`src/rtl/muldiv_unit.sv`:
```
// muldiv_unit - iterative N-cycle MULT/MULTU/DIV/DIVU unit producing a registered HI/LO pair.
// Shift-add multiply and restoring divide on magnitudes; signs are re-applied in the FIN cycle.
module muldiv_unit #(
   parameter int N = 32
) (
   input  logic         clk,
   input  logic         reset,
   input  logic         start,
   input  logic [1:0]   op,
   input  logic [N-1:0] a,
   input  logic [N-1:0] b,
   output logic         busy,
   output logic         done,
   output logic         div_by_zero,
   output logic [N-1:0] hi,
   output logic [N-1:0] lo
);
   localparam int CW = $clog2(N) + 1;

   typedef enum logic [1:0] {IDLE, RUN, FIN} state_t;

   state_t          state_q, state_d;
   logic [CW-1:0]   count_q, count_d;
   logic [1:0]      op_q, op_d;
   logic [2*N-1:0]  acc_q, acc_d;
   logic [N-1:0]    opb_q, opb_d;
   logic [N-1:0]    araw_q, araw_d;
   logic            neg_res_q, neg_res_d;
   logic            neg_rem_q, neg_rem_d;
   logic            zdiv_q, zdiv_d;
   logic [N-1:0]    hi_q, hi_d;
   logic [N-1:0]    lo_q, lo_d;
   logic            done_q, done_d;
   logic            dbz_q, dbz_d;

   logic            is_signed, accept, b_zero;
   logic [N-1:0]    abs_a, abs_b;
   logic [N:0]      mul_sum;
   logic [2*N:0]    div_shift;
   logic [N:0]      div_trial;
   logic [2*N-1:0]  mul_next, div_next, prod;
   logic [N-1:0]    quo, rem;

   always_comb begin
      state_d   = state_q;
      count_d   = count_q;
      op_d      = op_q;
      acc_d     = acc_q;
      opb_d     = opb_q;
      araw_d    = araw_q;
      neg_res_d = neg_res_q;
      neg_rem_d = neg_rem_q;
      zdiv_d    = zdiv_q;
      hi_d      = hi_q;
      lo_d      = lo_q;
      done_d    = 1'b0;
      dbz_d     = dbz_q;

      is_signed = ~op[0];
      abs_a     = (is_signed && a[N-1]) ? -a : a;
      abs_b     = (is_signed && b[N-1]) ? -b : b;
      b_zero    = (b == '0);
      accept    = start && (state_q != RUN);

      // Multiply: accumulator upper half gathers partial sums, lower half shifts out multiplier bits.
      mul_sum   = {1'b0, acc_q[2*N-1:N]} + (acc_q[0] ? {1'b0, opb_q} : '0);
      mul_next  = {mul_sum, acc_q[N-1:1]};
      // Divide: {remainder, quotient} shifts left; quotient bit lands in the vacated LSB.
      div_shift = {acc_q, 1'b0};
      div_trial = div_shift[2*N:N] - {1'b0, opb_q};
      div_next  = div_trial[N] ? div_shift[2*N-1:0]
                               : {div_trial[N-1:0], div_shift[N-1:1], 1'b1};

      prod = neg_res_q ? -acc_q : acc_q;
      quo  = neg_res_q ? -acc_q[N-1:0] : acc_q[N-1:0];
      rem  = neg_rem_q ? -acc_q[2*N-1:N] : acc_q[2*N-1:N];

      case (state_q)
         RUN: begin
            count_d = count_q + 1'b1;
            acc_d   = op_q[1] ? div_next : mul_next;
            if (count_q == CW'(N - 1)) state_d = FIN;
         end
         FIN: begin
            state_d = IDLE;
            done_d  = 1'b1;
            if (zdiv_q) begin
               hi_d  = araw_q;
               lo_d  = '1;
               dbz_d = 1'b1;
            end else begin
               hi_d  = op_q[1] ? rem : prod[2*N-1:N];
               lo_d  = op_q[1] ? quo : prod[N-1:0];
               dbz_d = 1'b0;
            end
         end
         default: ;
      endcase

      if (accept) begin
         op_d      = op;
         araw_d    = a;
         acc_d     = {{N{1'b0}}, op[1] ? abs_a : abs_b};
         opb_d     = op[1] ? abs_b : abs_a;
         neg_res_d = is_signed && (a[N-1] ^ b[N-1]);
         neg_rem_d = is_signed && a[N-1];
         zdiv_d    = op[1] && b_zero;
         count_d   = '0;
         state_d   = (op[1] && b_zero) ? FIN : RUN;
         // A start coinciding with FIN leaves the flag to the op that is completing.
         if (state_q != FIN) dbz_d = 1'b0;
      end
   end

   always_ff @(posedge clk or posedge reset) begin
      if (reset) begin
         state_q   <= IDLE;
         count_q   <= '0;
         op_q      <= '0;
         acc_q     <= '0;
         opb_q     <= '0;
         araw_q    <= '0;
         neg_res_q <= 1'b0;
         neg_rem_q <= 1'b0;
         zdiv_q    <= 1'b0;
         hi_q      <= '0;
         lo_q      <= '0;
         done_q    <= 1'b0;
         dbz_q     <= 1'b0;
      end else begin
         state_q   <= state_d;
         count_q   <= count_d;
         op_q      <= op_d;
         acc_q     <= acc_d;
         opb_q     <= opb_d;
         araw_q    <= araw_d;
         neg_res_q <= neg_res_d;
         neg_rem_q <= neg_rem_d;
         zdiv_q    <= zdiv_d;
         hi_q      <= hi_d;
         lo_q      <= lo_d;
         done_q    <= done_d;
         dbz_q     <= dbz_d;
      end
   end

   assign busy        = (state_q == RUN);
   assign done        = done_q;
   assign div_by_zero = dbz_q;
   assign hi          = hi_q;
   assign lo          = lo_q;
endmodule

```
`config.mk`:
```
export PLATFORM = sky130hd
export DESIGN_NAME = muldiv_unit
export DESIGN_NICKNAME = d
export VERILOG_FILES = /design/src/rtl/muldiv_unit.sv
export SDC_FILE = /design/constraint.sdc
export NUM_CORES = 1
export LEC_CHECK = 0
export BUFFER_PORTS_ARGS = -buffer_cell sky130_fd_sc_hd__clkbuf_2
export CORE_ASPECT_RATIO = 1.2
export CORE_MARGIN = 1.5
export CORE_UTILIZATION = 62
export DETAILED_ROUTE_END_ITERATION = 10
export PLACE_DENSITY = 0.82
export SYNTH_ARGS = -nofsm -noshare
export SYNTH_HDL_FRONTEND = slang
export SYNTH_SLANG_ARGS = --single-unit
export TNS_END_PERCENT = 10
```
`constraint.sdc`:
```
create_clock -name clk -period 8.52 [get_ports clk]
set_clock_uncertainty 0.05 [all_clocks]
set_input_delay 0.852 -clock clk [delete_from_list [all_inputs] [get_ports clk]]
set_output_delay 0.852 -clock clk [all_outputs]
set_load 0.05 [all_outputs]
```
Word-level counts from Yosys, hierarchy flattened
Cells that the tools add are included.

cells by class
  add/sub/neg operators = 8
  multipliers = 0
  divide/modulo/power cells = 0
  magnitude comparators = 0
  eq/ne operators = 6
  shifts and indexed selects = 0
  mux-type cells = 27
  bitwise gates (word level) = 2
  reduce and logical (&&, ||, !) cells = 9

operator list
  kind                                                             count
  32-bit two-way mux                                               11
  64-bit two-way mux                                               5
  32-bit negator                                                   4
  64-bit negator                                                   1
  32-bit by 32-bit adder with 33-bit output                        1
  33-bit by 32-bit subtractor with 33-bit output                   1
  32-bit logical NOT                                               1
  6-bit two-way mux                                                2
  6-bit by 1-bit adder with 6-bit output, second input constant    1
  6-bit by 5-bit == test with 1-bit output, second input constant  1
  2-bit two-way mux                                                3
  1-bit logical AND                                                5
  1-bit two-way mux                                                5
  2-bit one-hot mux with 2 select lines                            1
  3-bit by 1-bit != test with 1-bit output, second input constant  1
  3-bit nonzero test                                               1
  2-bit by 1-bit == test with 1-bit output, second input constant  1
  2-bit == test, second input constant                             1
  2-bit by 1-bit != test with 1-bit output, second input constant  1
  2-bit != test, second input constant                             1
  2-bit AND reduction                                              1
  2-bit nonzero test                                               1
  1-bit NOT                                                        1
  1-bit bitwise XOR                                                1

word-level totals
  register bits after elaboration = 207
  bits in latches = 0
  bits in writable memories = 0
  ROM bits = 0
  input port bits = 69
  output and inout port bits = 67
  logic and storage cells = 65
  memories kept = 0

Longest topological paths before layout
  depth after elaboration = 5
  depth in mapped cells = 15
  mapped depth without buffers = 14

Worst setup path after synthesis
Ideal clock, no wire load.

  path kind = reg-to-reg
  start point = reg acc_q[43]
  end point = reg acc_q[35]
  library setup time = 0.133 ns
  arrival time = 3.326 ns
  data required time = 8.337 ns
  setup slack = 5.011 ns
  cell stages (with the launch flop) = 13
  path buffers = 2
  period minus slack after synthesis = 3.509 ns
  path through = dfrtp_1 > ha_1 > a21oi_1 > a21boi_0 > o211ai_1 > nand3_1 > o21a_1 > a2111oi_0 > xnor2_1 > clkbuf_1 > clkbuf_1 > mux2i_1 > o21ai_0

on the way
  cells in the longest elaborated chain, start to end = 5

RTL lines
  item                                            RTL line  source
  start, declared                                 25        logic [2*N-1:0] acc_q, acc_d;
  start signal, assigned                          120       acc_q <= '0;
  start signal, assigned                          134       acc_q <= acc_d;
  33-bit by 32-bit subtractor with 33-bit output  70        div_trial = div_shift[2*N:N] - {1'b0, opb_q};
  64-bit two-way mux                              71        div_next = div_trial[N] ? div_shift[2*N-1:0]
  64-bit two-way mux                              81        acc_d = op_q[1] ? div_next : mul_next;
  64-bit two-way mux                              78        case (state_q)
  64-bit two-way mux                              100       if (accept) begin

Every way passes these cells. The select of a mux whose other input is x is not followed.
A chain may end at the register's enable or synchronous reset.

Worst setup path after layout
  start point = reg acc_q[0]
  end point = reg acc_q[57]

on the way
  cells in the longest elaborated chain, start to end = 5

RTL lines
  item                                       RTL line  source
  32-bit two-way mux                         66        mul_sum = {1'b0, acc_q[2*N-1:N]} + (acc_q[0] ? {1'b0, opb_q} : '0);
  32-bit by 32-bit adder with 33-bit output  66
  64-bit two-way mux                         81
  64-bit two-way mux                         78
  64-bit two-way mux                         100

Every way passes these cells. The select of a mux whose other input is x is not followed.

==> impl_metrics.py <==
metrics = {
    "status": {
        "status": "complete, no violations",
    },
    "synthesis": {
        "ys_types": 73,
        "synth_seq_cells": 206,
        "synth_simple_gate_area_share_pct": 16.9,
        "synth_compound_gate_area_share_pct": 24.7,
        "synth_nets": 2045,
        "synth_mux_area_share_pct": 5.84,
        "ys_seq_area_share_pct": 32.7,
        "synth-edff-count": 0,
        "synth_fa_ha_area_share_pct": 5.73,
        "synth_top_family_by_area": "compound AO/OA/AOI/OAI gates",
        "synthArstFlopShare_pct": 100,
        "yosys_warnings": 0,
        "syn-instance-count": 1905,
        "mappedNetlistArea_mm2": 0.0158,
        "synth.avg_cell_area_um2": 8.27,
        "synth_xor_area_share_pct": 9.56,
        "synth-main-ff-cell": "dfrtp_1",
    },
    "cts": {
        "post-cts-setup-buffers": 0,
        "cts.path.max_buffers": 3,
        "htree_num_levels": 1,
        "cts_sinks": 206,
        "hold_buffers": 0,
        "insertion_delay_ns": 0.52,
        "cts_tree": "yes",
        "cts_resized": 0,
        "root_buffer": "clkbuf_16",
        "clkTransAtPathRegs_ns": 0.06,
        "numCtsBuffers": 23,
    },
    "detailed_routing": {
        "drc": 0,
        "drt-total-wl_um": 50100,
        "via_count": 15000,
        "wl_per_cell_um": 21.7,
        "drtIter0Drc": 1151,
        "dr.pass1.iters": 5,
        "ant_nets": 0,
        "viasPerCell": 6.50,
    },
    "power_and_ir_drop": {
        "intPower_w": 0.00375,
        "p_sw_share_pct": 50.2,
        "ir_worst_vdd_mv": 0.274,
        "p_clk_share_pct": 13.3,
        "power_frac_seq_pct": 25.3,
        "pwr-share-comb_pct": 61.4,
        "switchingPower_w": 0.00377,
        "cellPowerDensity_mw_per_mm2": 435,
        "p_leak_nw": 7.47,
    },
    "run": {
        "drv_cap": 0,
    },
    "finish": {
        "syn_to_final_growth_pct": 9.85,
        "fin_area_mm2": 0.0173,
        "drive_gt1_share_pct": 12.7,
        "nets": 2109,
        "layoutNonFillerInstCount": 2310,
    },
    "place": {
        "post-place-ws_ns": 3.76,
        "dp_cells": 2269,
        "portBuffers": 135,
        "hpwl_um": 37200,
        "postPlaceCellArea_mm2": 0.0166,
        "routabilityCongestion": 0.991,
    },
    "timing": {
        "rsz0062_at_grt": "no",
        "fin_crit_sh_pct": 58.8,
        "maxSlewHeadroom_pct": 20.5,
        "timing.final.ws_setup_ns": 3.51,
        "max_freq_mhz": 200,
        "layout_min_cycle_time_ns": 5.01,
        "setup_viol": 0,
        "hold_violations": 0,
        "setup_tns_ns": 0,
        "slew_violations": 0,
        "tightestPinTransition_ns": 1.19,
    },
    "floorplan": {
        "die_area_mm2": 0.0264,
        "die_y_um": 178,
        "core_mm2": 0.0248,
        "start_util_pct": 63.5,
        "die_x_um": 149,
        "rows": 63,
        "ioPinCount": 136,
    },
    "worst_setup_path": {
        "crit_required_ns": 8.86,
        "cp-start-kind": "flip-flop",
        "rrSetupSlack_ns": 3.51,
        "r2r_end": "acc_q[57]$_DFFE_PP0P_",
        "worstPathMaxFanout": 31,
        "end_kind": "flip-flop",
        "criticalPathCategory": "flip-flop to flip-flop",
        "worstRegToRegCells": 13,
        "arrival_ns": 5.35,
        "endpoint": "acc_q[57]$_DFFE_PP0P_",
        "r2r-start": "acc_q[0]$_DFFE_PP0P_",
        "worst_setup_path_startpoint": "acc_q[0]$_DFFE_PP0P_",
    },
    "global_route": {
        "grt_usage_pct": 37.7,
        "gr-total-overflow": 0,
        "grt_pass1_wl_um": 77500,
        "grt_start_max_net_pins": 124,
        "antenna_found_initial": 3,
        "grt_pass1_vias": 14200,
    },
    "min_path": {
        "hp-class": "flip-flop to flip-flop",
    },
}
==> flip-flops by register name (all words and copies together), names as in the netlist <==
signal and cells:
done 1, state_q 2, hi 32, op_q 1, zdiv_q 1, count_q 6, opb_q 32, acc_q 64
neg_res_q 1, div_by_zero 1, araw_q 32, neg_rem_q 1, lo 32
==> layer usage <==
| layer | part of all wire (%) | track usage, % |
|---|---|---|
| met5 | 0 | 0 |
| met4 | 7.0 | 23.9 |
| met3 | 8.2 | 5.42 |
| met2 | 46 | 61.0 |
| met1 | 39 | 47.4 |
==> layout make-up <==
cell class	count	area, um^2
Inverter	72	278
Timing Repair Buffer	153	811
Sequential cell	206	5160
Antenna cell	3	7.51
Clock buffer	31	636
Tap cell	325	407
Clock inverter	7	96.3
Fill cell	2027	7520
Multi-Input combinational cell	1513	9920
==> metrics by stage <==
stage / hold WS, ns / util, % / total power (W)
after CTS: 0.432 / 69.7 / 0.00744
final: 0.427 / 69.7 / 0.00752
after detailed placement: 0.419 / 66.7 / 0.00642
after floorplan: 0.400 / - / 0.00521
after global placement: 0.405 / 66.7 / 0.00634
after global routing: 0.464 / 69.7 / 0.00803
==> cell families after synthesis <==
family          after synthesis
xor+xnor                    172
mux                          88
simple gates                558
buf+inv                     186
fa+ha+maj                    71
flops                       206
compound gates              624
==> worst min path at each step <==
| stage | start | to | depth (start not counted) |
|---|---|---|---|
| floorplan | opb_q[10]$_DFFE_PP0P_ | opb_q[10]$_DFFE_PP0P_ | 2 |
| global placement | lo[0]$_DFFE_PP0P_ | lo[0]$_DFFE_PP0P_ | 2 |
| detailed placement | hi[7]$_DFFE_PP0P_ | hi[7]$_DFFE_PP0P_ | 2 |
| CTS | hi[7]$_DFFE_PP0P_ | hi[7]$_DFFE_PP0P_ | 2 |
| global route | hi[3]$_DFFE_PP0P_ | hi[3]$_DFFE_PP0P_ | 2 |
| finish | hi[10]$_DFFE_PP0P_ | hi[10]$_DFFE_PP0P_ | 2 |
==> synth_stat cells, types with 6 or more instances <==
library cell    n  area, um^2
dfrtp_1       206        5150
a21oi_1       186         931
o21ai_0       175         876
nor2_1        173         649
nand2_1       169         634
xnor2_1       109         955
clkbuf_1       97         364
inv_1          71         267
ha_1           69         863
xor2_1         63         552
mux2i_1        56         561
a211oi_1       52         390
nor2b_1        34         213
mux2_2         32         360
nor3_1         32         160
o22a_1         31         272
o31ai_1        27         203
nand3_1        21         105
or3_1          19         119
a22oi_1        18         135
and3_1         17         106
nand2b_1       17         106
nor4_1         17         106
a21o_1         16         120
o211ai_1       16         120
a31oi_1        15        93.8
or4_1          14         105
buf_1          13        48.8
o21a_1         11        82.6
nand4_1        10        62.6
and2_1          8        50.1
o21bai_1        8        60.1
o41ai_1         8        70.1
or2_2           8        50.1
o21ai_1         6        30.0
==> cells in the final DEF (no fill, tap or decap), types with 34 or more instances in the layout <==
master      n
mux2i_1    56
xnor2_1   108
o21ai_0   175
xor2_1     63
a21oi_1   186
nand2_1   168
nor2b_1    34
ha_1       69
dfrtp_1   204
clkbuf_2  134
nor2_1    172
a211oi_1   52
inv_1      70
==> power groups by stage <==
stage | Sequential [W] | Clock, W | Combinational [W]
final | 0.00191 | 0.00100 | 0.00462
after global routing | 0.00195 | 0.00104 | 0.00503
after CTS | 0.00189 | 0.00100 | 0.00455
after detailed placement | 0.00190 | 0 | 0.00452
after global placement | 0.00188 | 0 | 0.00446
after floorplan | 0.00199 | 0 | 0.00322
==> worst max-delay path, stage by stage (launching register included) <==
cell and delay [ns]:
dfrtp_1 0.48, inv_1 0.84, nor2_1 0.10, ha_1 0.37
nor2b_1 0.16, o31ai_1 0.42, a21oi_1 0.16, a311oi_1 0.73
o21ai_0 0.52, a21o_1 0.29, a21oi_1 0.21, o31ai_1 0.10
xor2_1 0.15, a221o_1 0.30
No activity file was read; power rests on OpenSTA's default activity.
